`src/rtl/mem_arb_pkg.sv`:
```
// Shared types for the core/debug memory arbiter.
// Holds the FSM state, owner encoding and burst-length default.
package mem_arb_pkg;

   typedef enum logic {
      ARB    = 1'b0,
      LOCK_D = 1'b1
   } state_e;

   typedef enum logic {
      OWN_C = 1'b0,
      OWN_D = 1'b1
   } owner_e;

   localparam int unsigned LOCK_MAX_DEF = 16;

endpackage

```
`src/rtl/arb_rr2.sv`:
```
// Two-input round-robin grant (core vs debug) with its pointer register.
// The pointer only flips on a contested grant; the top may force it to core.
module arb_rr2
   import mem_arb_pkg::*;
(
   input  logic clk_i,
   input  logic rst_ni,
   input  logic req_c_i,
   input  logic req_d_i,
   input  logic mask_c_i,
   input  logic ptr_to_c_i,
   output logic gnt_c_o,
   output logic gnt_d_o
);

   owner_e ptr_q, ptr_d;
   logic   req_c;

   always_comb begin
      req_c   = req_c_i & ~mask_c_i;
      gnt_c_o = 1'b0;
      gnt_d_o = 1'b0;
      ptr_d   = ptr_q;
      if (req_c && req_d_i) begin
         if (ptr_q == OWN_C) begin
            gnt_c_o = 1'b1;
            ptr_d   = OWN_D;
         end else begin
            gnt_d_o = 1'b1;
            ptr_d   = OWN_C;
         end
      end else begin
         gnt_c_o = req_c;
         gnt_d_o = req_d_i;
      end
      if (ptr_to_c_i) begin
         ptr_d = OWN_C;
      end
   end

   always_ff @(posedge clk_i or negedge rst_ni) begin
      if (!rst_ni) begin
         ptr_q <= OWN_C;
      end else begin
         ptr_q <= ptr_d;
      end
   end

endmodule

```
`src/rtl/mem_arbiter.sv`:
```
// Shares one memory port between the core LSU and a debug/loader master.
// Debug may lock the port for up to LOCK_MAX grants; reads return next cycle.
module mem_arbiter
   import mem_arb_pkg::*;
#(
   parameter int unsigned LOCK_MAX = LOCK_MAX_DEF
) (
   input  logic        i_clk,
   input  logic        i_reset,
   input  logic        i_c_req,
   input  logic [31:0] i_c_addr,
   input  logic        i_c_wren,
   input  logic [31:0] i_c_wdata,
   input  logic [2:0]  i_c_funct3,
   output logic        o_c_gnt,
   output logic        o_c_rvalid,
   output logic [31:0] o_c_rdata,
   input  logic        i_d_req,
   input  logic [31:0] i_d_addr,
   input  logic        i_d_wren,
   input  logic [31:0] i_d_wdata,
   input  logic [2:0]  i_d_funct3,
   input  logic        i_d_lock,
   output logic        o_d_gnt,
   output logic        o_d_rvalid,
   output logic [31:0] o_d_rdata,
   output logic        o_m_req,
   output logic [31:0] o_m_addr,
   output logic        o_m_wren,
   output logic [31:0] o_m_wdata,
   output logic [2:0]  o_m_funct3,
   input  logic [31:0] i_m_rdata
);

   localparam int CW = $clog2(LOCK_MAX + 1);
   localparam logic [CW-1:0] LMAX = CW'(LOCK_MAX);
   localparam bit CAN_LOCK = (LOCK_MAX > 1);

   state_e          state_q, state_d;
   logic [CW-1:0]   cnt_q, cnt_d;
   logic            rd_pend_q, rd_pend_d;
   owner_e          rd_own_q, rd_own_d;
   logic            gnt_c, gnt_d;
   logic            ptr_to_c;
   logic            lock_mode;

   assign lock_mode = (state_q == LOCK_D);

   // Requests are gated by reset so nothing is granted while held in reset.
   arb_rr2 u_rr (
      .clk_i      (i_clk),
      .rst_ni     (i_reset),
      .req_c_i    (i_c_req & i_reset),
      .req_d_i    (i_d_req & i_reset),
      .mask_c_i   (lock_mode),
      .ptr_to_c_i (ptr_to_c),
      .gnt_c_o    (gnt_c),
      .gnt_d_o    (gnt_d)
   );

   always_comb begin
      state_d  = state_q;
      cnt_d    = cnt_q;
      ptr_to_c = 1'b0;
      unique case (state_q)
         ARB: begin
            if (gnt_d && i_d_lock && CAN_LOCK) begin
               state_d = LOCK_D;
               cnt_d   = CW'(1);
            end
         end
         LOCK_D: begin
            if (gnt_d) begin
               cnt_d = cnt_q + CW'(1);
            end
            if (!i_d_lock || (gnt_d && (cnt_q + CW'(1)) == LMAX)) begin
               state_d  = ARB;
               cnt_d    = '0;
               ptr_to_c = 1'b1;
            end
         end
      endcase
   end

   always_comb begin
      o_c_gnt    = gnt_c;
      o_d_gnt    = gnt_d;
      o_m_req    = gnt_c | gnt_d;
      o_m_addr   = '0;
      o_m_wren   = 1'b0;
      o_m_wdata  = '0;
      o_m_funct3 = '0;
      if (gnt_c) begin
         o_m_addr   = i_c_addr;
         o_m_wren   = i_c_wren;
         o_m_wdata  = i_c_wdata;
         o_m_funct3 = i_c_funct3;
      end else if (gnt_d) begin
         o_m_addr   = i_d_addr;
         o_m_wren   = i_d_wren;
         o_m_wdata  = i_d_wdata;
         o_m_funct3 = i_d_funct3;
      end
      rd_pend_d = o_m_req & ~o_m_wren;
      rd_own_d  = gnt_d ? OWN_D : OWN_C;
   end

   always_ff @(posedge i_clk or negedge i_reset) begin
      if (!i_reset) begin
         state_q   <= ARB;
         cnt_q     <= '0;
         rd_pend_q <= 1'b0;
         rd_own_q  <= OWN_C;
      end else begin
         state_q   <= state_d;
         cnt_q     <= cnt_d;
         rd_pend_q <= rd_pend_d;
         rd_own_q  <= rd_own_d;
      end
   end

   assign o_c_rvalid = rd_pend_q & (rd_own_q == OWN_C);
   assign o_d_rvalid = rd_pend_q & (rd_own_q == OWN_D);
   assign o_c_rdata  = o_c_rvalid ? i_m_rdata : 32'h0;
   assign o_d_rdata  = o_d_rvalid ? i_m_rdata : 32'h0;

endmodule

```
`config.mk`:
```
export PLATFORM = sky130hd
export DESIGN_NAME = mem_arbiter
export DESIGN_NICKNAME = d
export VERILOG_FILES = /design/src/rtl/mem_arb_pkg.sv /design/src/rtl/arb_rr2.sv /design/src/rtl/mem_arbiter.sv
export SDC_FILE = /design/constraint.sdc
export NUM_CORES = 1
export LEC_CHECK = 0
export ABC_AREA = 1
export CAP_MARGIN = 20
export CORE_AREA = 3 3 119 121
export CTS_CLUSTER_DIAMETER = 40
export DETAILED_ROUTE_END_ITERATION = 10
export DIE_AREA = 0 0 122 124
export PLACE_DENSITY = 0.52
export SETUP_SLACK_MARGIN = 0.05
export SLEW_MARGIN = 20
export SYNTH_ARGS = -nofsm -noshare
export SYNTH_HDL_FRONTEND = slang
export SYNTH_SLANG_ARGS = --single-unit
export TNS_END_PERCENT = 5
```
`constraint.sdc`:
```
create_clock -name i_clk -period 1.95 [get_ports i_clk]
set_input_delay 0.195 -clock i_clk [delete_from_list [all_inputs] [get_ports i_clk]]
set_output_delay 0.195 -clock i_clk [all_outputs]
set_load 0.1 [all_outputs]
```
## Word level (Yosys, flattened, before mapping)

Index checks and enable logic that the tools add are counted.

| cells by class | value |
|---|---|
| add/sub/neg operators | 1 |
| equal/unequal tests | 3 |
| mux-type cells | 26 |
| bitwise gates (word level) | 10 |
| reductions and logical operators | 7 |

Operators by type and width:

| operator | number |
|---|---|
| two-way mux 32 bit | 6 |
| two-way mux 5 bit | 3 |
| two-way mux 1 bit | 13 |
| one-hot mux 5 bit (2 select lines) | 1 |
| bitwise AND 1 bit | 6 |
| two-way mux 3 bit | 2 |
| adder 5 x 1 -> 5 bit (second input constant) | 1 |
| equality test 5 bit (second input constant) | 1 |
| logical AND 1 bit | 3 |
| != test 3 x 1 -> 1 bit (second input constant) | 1 |
| inverter 1 bit | 3 |
| != test 2 bit (second input constant) | 1 |
| one-hot mux 1 bit (2 select lines) | 1 |
| AND reduction 2 bit | 1 |
| nonzero test 2 bit | 1 |
| logical NOT 1 bit | 1 |
| logical OR 1 bit | 1 |
| OR 1 bit | 1 |

| word-level totals | value |
|---|---|
| register bits after elaboration | 9 |
| logic and storage cells | 52 |

## Logic depth before layout (Yosys ltp)

| depth | value |
|---|---|
| word-level depth | 9 |
| depth in mapped cells | 10 |
| mapped depth without buffers | 10 |

## Hierarchy

Synthesis repeated with hierarchy kept, for this count alone.

| unflattened totals | value |
|---|---|
| cells, all modules | 409 |
| area total of the unflattened synthesis | 1923.1 um2 |

By module, submodules not included:

| module | times used | cells an instance | area each (um2) | sequential area each (um2) |
|---|---|---|---|---|
| mem_arbiter | 1 | 394 | 1835.5 | 200.2 |
| arb_rr2 | 1 | 15 | 87.6 | 25.0 |

## Worst setup path before layout

No wires, ideal clock.

| timing path | value |
|---|---|
| path type | flip-flop to output port |
| from | register rd_own_q |
| to | output o_c_rdata[10] |
| arrival | 3470 ps |
| slack | -1715 ps |
| stages on the path, launching flop included | 5 |
| path buffers | 1 |
| path through | dfrtp_1 -> nor2_1 -> inv_1 -> clkbuf_1 -> nor2_1 |

| between the ends | value |
|---|---|
| cells in the longest elaborated chain, start to end | 3 |

RTL lines:

| item | RTL line | source |
|---|---|---|
| start, declared | mem_arbiter.sv:42 | `owner_e rd_own_q, rd_own_d;` |
| start signal, assigned | mem_arbiter.sv:118 | `rd_own_q <= rd_own_d;` |
| inverter 1 bit | mem_arbiter.sv:122 | `assign o_c_rvalid = rd_pend_q & (rd_own_q == OWN_C);` |
| bitwise AND 1 bit | mem_arbiter.sv:122 |  |
| named net o_c_rvalid | mem_arbiter.sv:16 | `output logic o_c_rvalid,` |
| two-way mux 32 bit | mem_arbiter.sv:124 | `assign o_c_rdata = o_c_rvalid ? i_m_rdata : 32'h0;` |
| end, declared | mem_arbiter.sv:17 | `output logic [31:0] o_c_rdata,` |

The timed path passes the listed nets, and every way through them passes these cells.

## Worst setup path after layout

| timing path | value |
|---|---|
| from | register state_q, in the netlist lock_mode |
| to | output o_m_addr[14] |

| between the ends | value |
|---|---|
| cells in the longest elaborated chain, start to end | 6 |
| elaborated cells between the ends (all ways) | 7 |
| classes of those cells | mux: 4; bitwise: 2; reduce/logical: 1 |

RTL lines:

| item | RTL line | source |
|---|---|---|
| start, declared | mem_arbiter.sv:39 | `state_e state_q, state_d;` |
| start signal, assigned | mem_arbiter.sv:115 | `state_q <= state_d;` |
| inverter 1 bit (*) | - |  |
| bitwise AND 1 bit (*) | arb_rr2.sv:20 | `req_c = req_c_i & ~mask_c_i;` |
| logical AND 1 bit | arb_rr2.sv:24 | `if (req_c && req_d_i) begin` |
| two-way mux 1 bit | arb_rr2.sv:24 |  |
| two-way mux 32 bit | mem_arbiter.sv:98 | `end else if (gnt_d) begin` |
| two-way mux 32 bit (*) | mem_arbiter.sv:93 | `if (gnt_c) begin` |
| end, declared | mem_arbiter.sv:28 | `output logic [31:0] o_m_addr,` |

Every way passes the cells marked *; elsewhere a longest branch is shown, timed or not.

==> flow_summary.rst <==
.. list-table::
   :header-rows: 1

   * - Metric
     - Value
   * - Result of the run
     - complete, no violations
   * - Category of cells accounting for the largest share of critical-path delay
     - buffers and inverters
   * - Data arrival time at the worst-slack endpoint
     - 1.69 ns
   * - DP HPWL
     - 12.3 mm
   * - Final worst hold slack
     - 0.0863 ns
   * - Number of buffers and inverters on the critical path
     - 4
   * - Top cell type by total area after synthesis
     - a22o_1
   * - Antenna diodes
     - 0
   * - Fin Clk Skew
     - 0.00104 ns
   * - Post-layout nets
     - 764
   * - Critical-path cell list
     - nor2_4, buf_6, a21oi_4, buf_6, buf_12, a22o_4, buf_12
   * - Post-layout min period
     - 1.89 ns
   * - Post-Route Utilization
     - 0.553
   * - Clock root buffer master
     - clkbuf_16
   * - Cell type of the slowest stage on the worst timing path
     - dfrtp_1
   * - Die Outline Area
     - 0.0151 mm²
   * - Crit end category
     - primary output
   * - Max Cap Violations
     - 0
   * - Overflow after GRT
     - 0
   * - Prevailing post-synth register cell
     - dfrtp_1
   * - Leading cell type in the layout, fill and taps excluded
     - clkdlybuf4s50_1
   * - Pwr/cell area
     - 545 mW/mm²
   * - Sort of element at the start of the critical path
     - flip-flop
   * - Final hold violations
     - 0
   * - Post-CTS clock slew at the launch and capture registers of the worst setup and hold paths
     - 0.04 ns
   * - Dominant cells by area after synthesis
     - a22o_1 (36%), nor2_1 (16%), dfrtp_1 (14%)
   * - Slew at the pin with the worst max-slew slack
     - 0.343 ns
   * - Wire length of the first global-routing pass
     - 19.8 mm
   * - Delay of the slowest cell on the worst path
     - 0.40 ns
   * - Setup TNS
     - 0 ns
   * - Clock tree from TritonCTS
     - built
   * - Bufs on Longest Clock Path
     - 2
   * - Overall die height
     - 124 µm
   * - Overall track demand over capacity in global routing
     - 0.174
   * - H-tree Lvls
     - 1
   * - Register bit count reported by yosys
     - 9
   * - Pins Over Slew Limit
     - 0
   * - Initial core utilization
     - 0.124
   * - Placeable core region
     - 0.0132 mm²
   * - CTS sink cnt
     - 9
   * - Max Fclk
     - 0.530 GHz
   * - Total wire length
     - 14.8 mm
   * - Number of violations reported at the end of detailed-routing iteration 0
     - 99
   * - Final routed DRC violation total
     - 0
   * - Placed Area
     - 0.00659 mm²
   * - Pin count of the biggest net entering global routing
     - 34
   * - Mean post-synth cell area
     - 6.20 µm²
   * - Final Wtd Congestion
     - 0.815
   * - Setup-failing EPs final
     - 0
   * - Leak Pwr
     - 0.00316 µW
   * - Final setup margin
     - 0.0628 ns
   * - Number of distinct library cells after synthesis
     - 21
   * - Area Growth Syn to Fin
     - 346%
   * - Async set-reset flop share out of synthesis
     - 1.00
   * - Vias after detailed routing
     - 3242
   * - Final antenna-violating net count
     - 0
   * - Critical-path maximum fanout
     - 15
   * - Later-pin clock latency in the skew report
     - 0.23 ns
   * - TritonCTS buffer count
     - 3
   * - Wirelength per Cell
     - 19.3 µm
   * - Setup repair after global routing missed its margin
     - true
   * - Worst slew slack as a fraction of its limit
     - 0.771
   * - Most used cells in the layout excluding fill and tap cells
     - clkdlybuf4s50_1 (169), buf_12 (140), inv_1 (41)
   * - Pre-antenna DRT Iters
     - 6
   * - Fraction of synthesized cell area taken by the top area cell type
     - 0.364
   * - Worst path required time
     - 1.75 ns
   * - Top-level I/O count
     - 310
   * - Net Count, Synth
     - 439
   * - Final standard cell area without fillers
     - 0.00729 mm²
   * - Hold buffer count at CTS
     - 0
   * - Kind of path behind the tightest hold check
     - input pin to async pin
   * - Final period util
     - 0.968
   * - Number of flops mapped to enable cells by yosys
     - 0
   * - Number of rows created at floorplan
     - 42
   * - Peak VDD IR
     - 255 µV
   * - Width of the die
     - 122 µm
   * - Yosys Warn Count
     - 0
   * - Post-Syn Area
     - 0.00164 mm²
   * - Sequential-to-total area share from yosys stat
     - 0.138
   * - Quantity of I/O buffers inserted on ports
     - 309
   * - Via count of the first global-routing pass
     - 3343
   * - Vias per inst
     - 4.24
   * - Antenna violations before repair
     - 1
   * - Share of final-layout standard cells stronger than drive strength 1
     - 0.434
   * - Worst setup slack after placement
     - -0.122 ns
   * - Classification of the worst setup path
     - flip-flop to primary output
   * - Number of instances in the synthesized netlist
     - 264
## routing by layer
layer	routed length (µm)	share of wire	track usage
met1	5060	0.34	0.183
met2	8030	0.54	0.342
met3	1430	0.097	0.0472
met4	242	0.016	0.0378
met5	11	0.00074	0
## area by class of cell
class / count / area (µm²)
well taps: 176 / 220
fillers: 1101 / 5900
repair buffers: 341 / 4890
inverters: 45 / 181
clock buffers: 4 / 78.8
flip-flops and latches: 9 / 225
multi-input cells: 189 / 1700
## where the power goes
group	leakage (µW)	internal, µW	switching (µW)
Sequential	0.000119	207	23.8
Combinational	0.00300	1350	2030
Clock	0.0000382	273	84.0
## state kept, by name, indices dropped and copies added, names as in the netlist
signal      count
rd_pend_q       1
u_rr.ptr_q      1
rd_own_q        1
lock_mode       1
cnt_q           5
## logic make-up (layout without fill, tap and decap cells)
family / count (synthesis) / count (layout) / share of synthesized area
flip-flops: 9 / 9 / 0.138
XOR/XNOR: 2 / 2 / 0.0107
AO/OA/AOI/OAI: 75 / 75 / 0.394
AND/OR/NAND/NOR: 110 / 110 / 0.269
buffers and inverters: 66 / 390 / 0.174
adder cells (fa/ha/maj): 2 / 2 / 0.0153
## synth_stat cells (2+ instances only)
library cell  count
buf_2            11
nor2_1           69
clkbuf_1          6
buf_6             2
a22o_1           68
nand3_1           6
nand4_1           4
ha_1              2
o21ai_0           3
a21oi_1           2
nand2_1          29
inv_2             2
inv_1            43
dfrtp_1           9
buf_4             2
## worst paths after layout
| path | cells after the start | to | startpoint | slack (ns) |
|---|---|---|---|---|
| max | 7 | o_m_addr[14] | lock_mode$_DFF_PN0_ | 0.06 |
| min | 2 | u_rr.ptr_q$_DFFE_PN0P_ | i_reset | 0.09 |
| max reg2reg | 11 | cnt_q[0]$_DFFE_PN0P_ | lock_mode$_DFF_PN0_ | 0.34 |
| min reg2reg | 2 | cnt_q[4]$_DFFE_PN0P_ | cnt_q[4]$_DFFE_PN0P_ | 0.54 |
| max in group asynchronous | 2 | cnt_q[2]$_DFFE_PN0P_ | i_reset | 1.73 |
| min in group i_clk | 2 | cnt_q[4]$_DFFE_PN0P_ | cnt_q[4]$_DFFE_PN0P_ | 0.54 |
## through the flow
| step | power (µW) | std cells |
|---|---|---|
| after floorplan | 2070 | 264 |
| after global placement | 3390 | 744 |
| after detailed placement | 3410 | 744 |
| after CTS | 3910 | 763 |
| after global routing | 4090 | 764 |
| final | 3970 | 764 |
## repair_timing
item | in CTS | in global routing
pin swaps | 9 | 7
cloned | 5 | 1
gates resized for setup | 30 | 30
endpoints found under the setup margin | 68 | 68
buffers inserted | 10 | 1
Power figures use the tool's default switching activity.
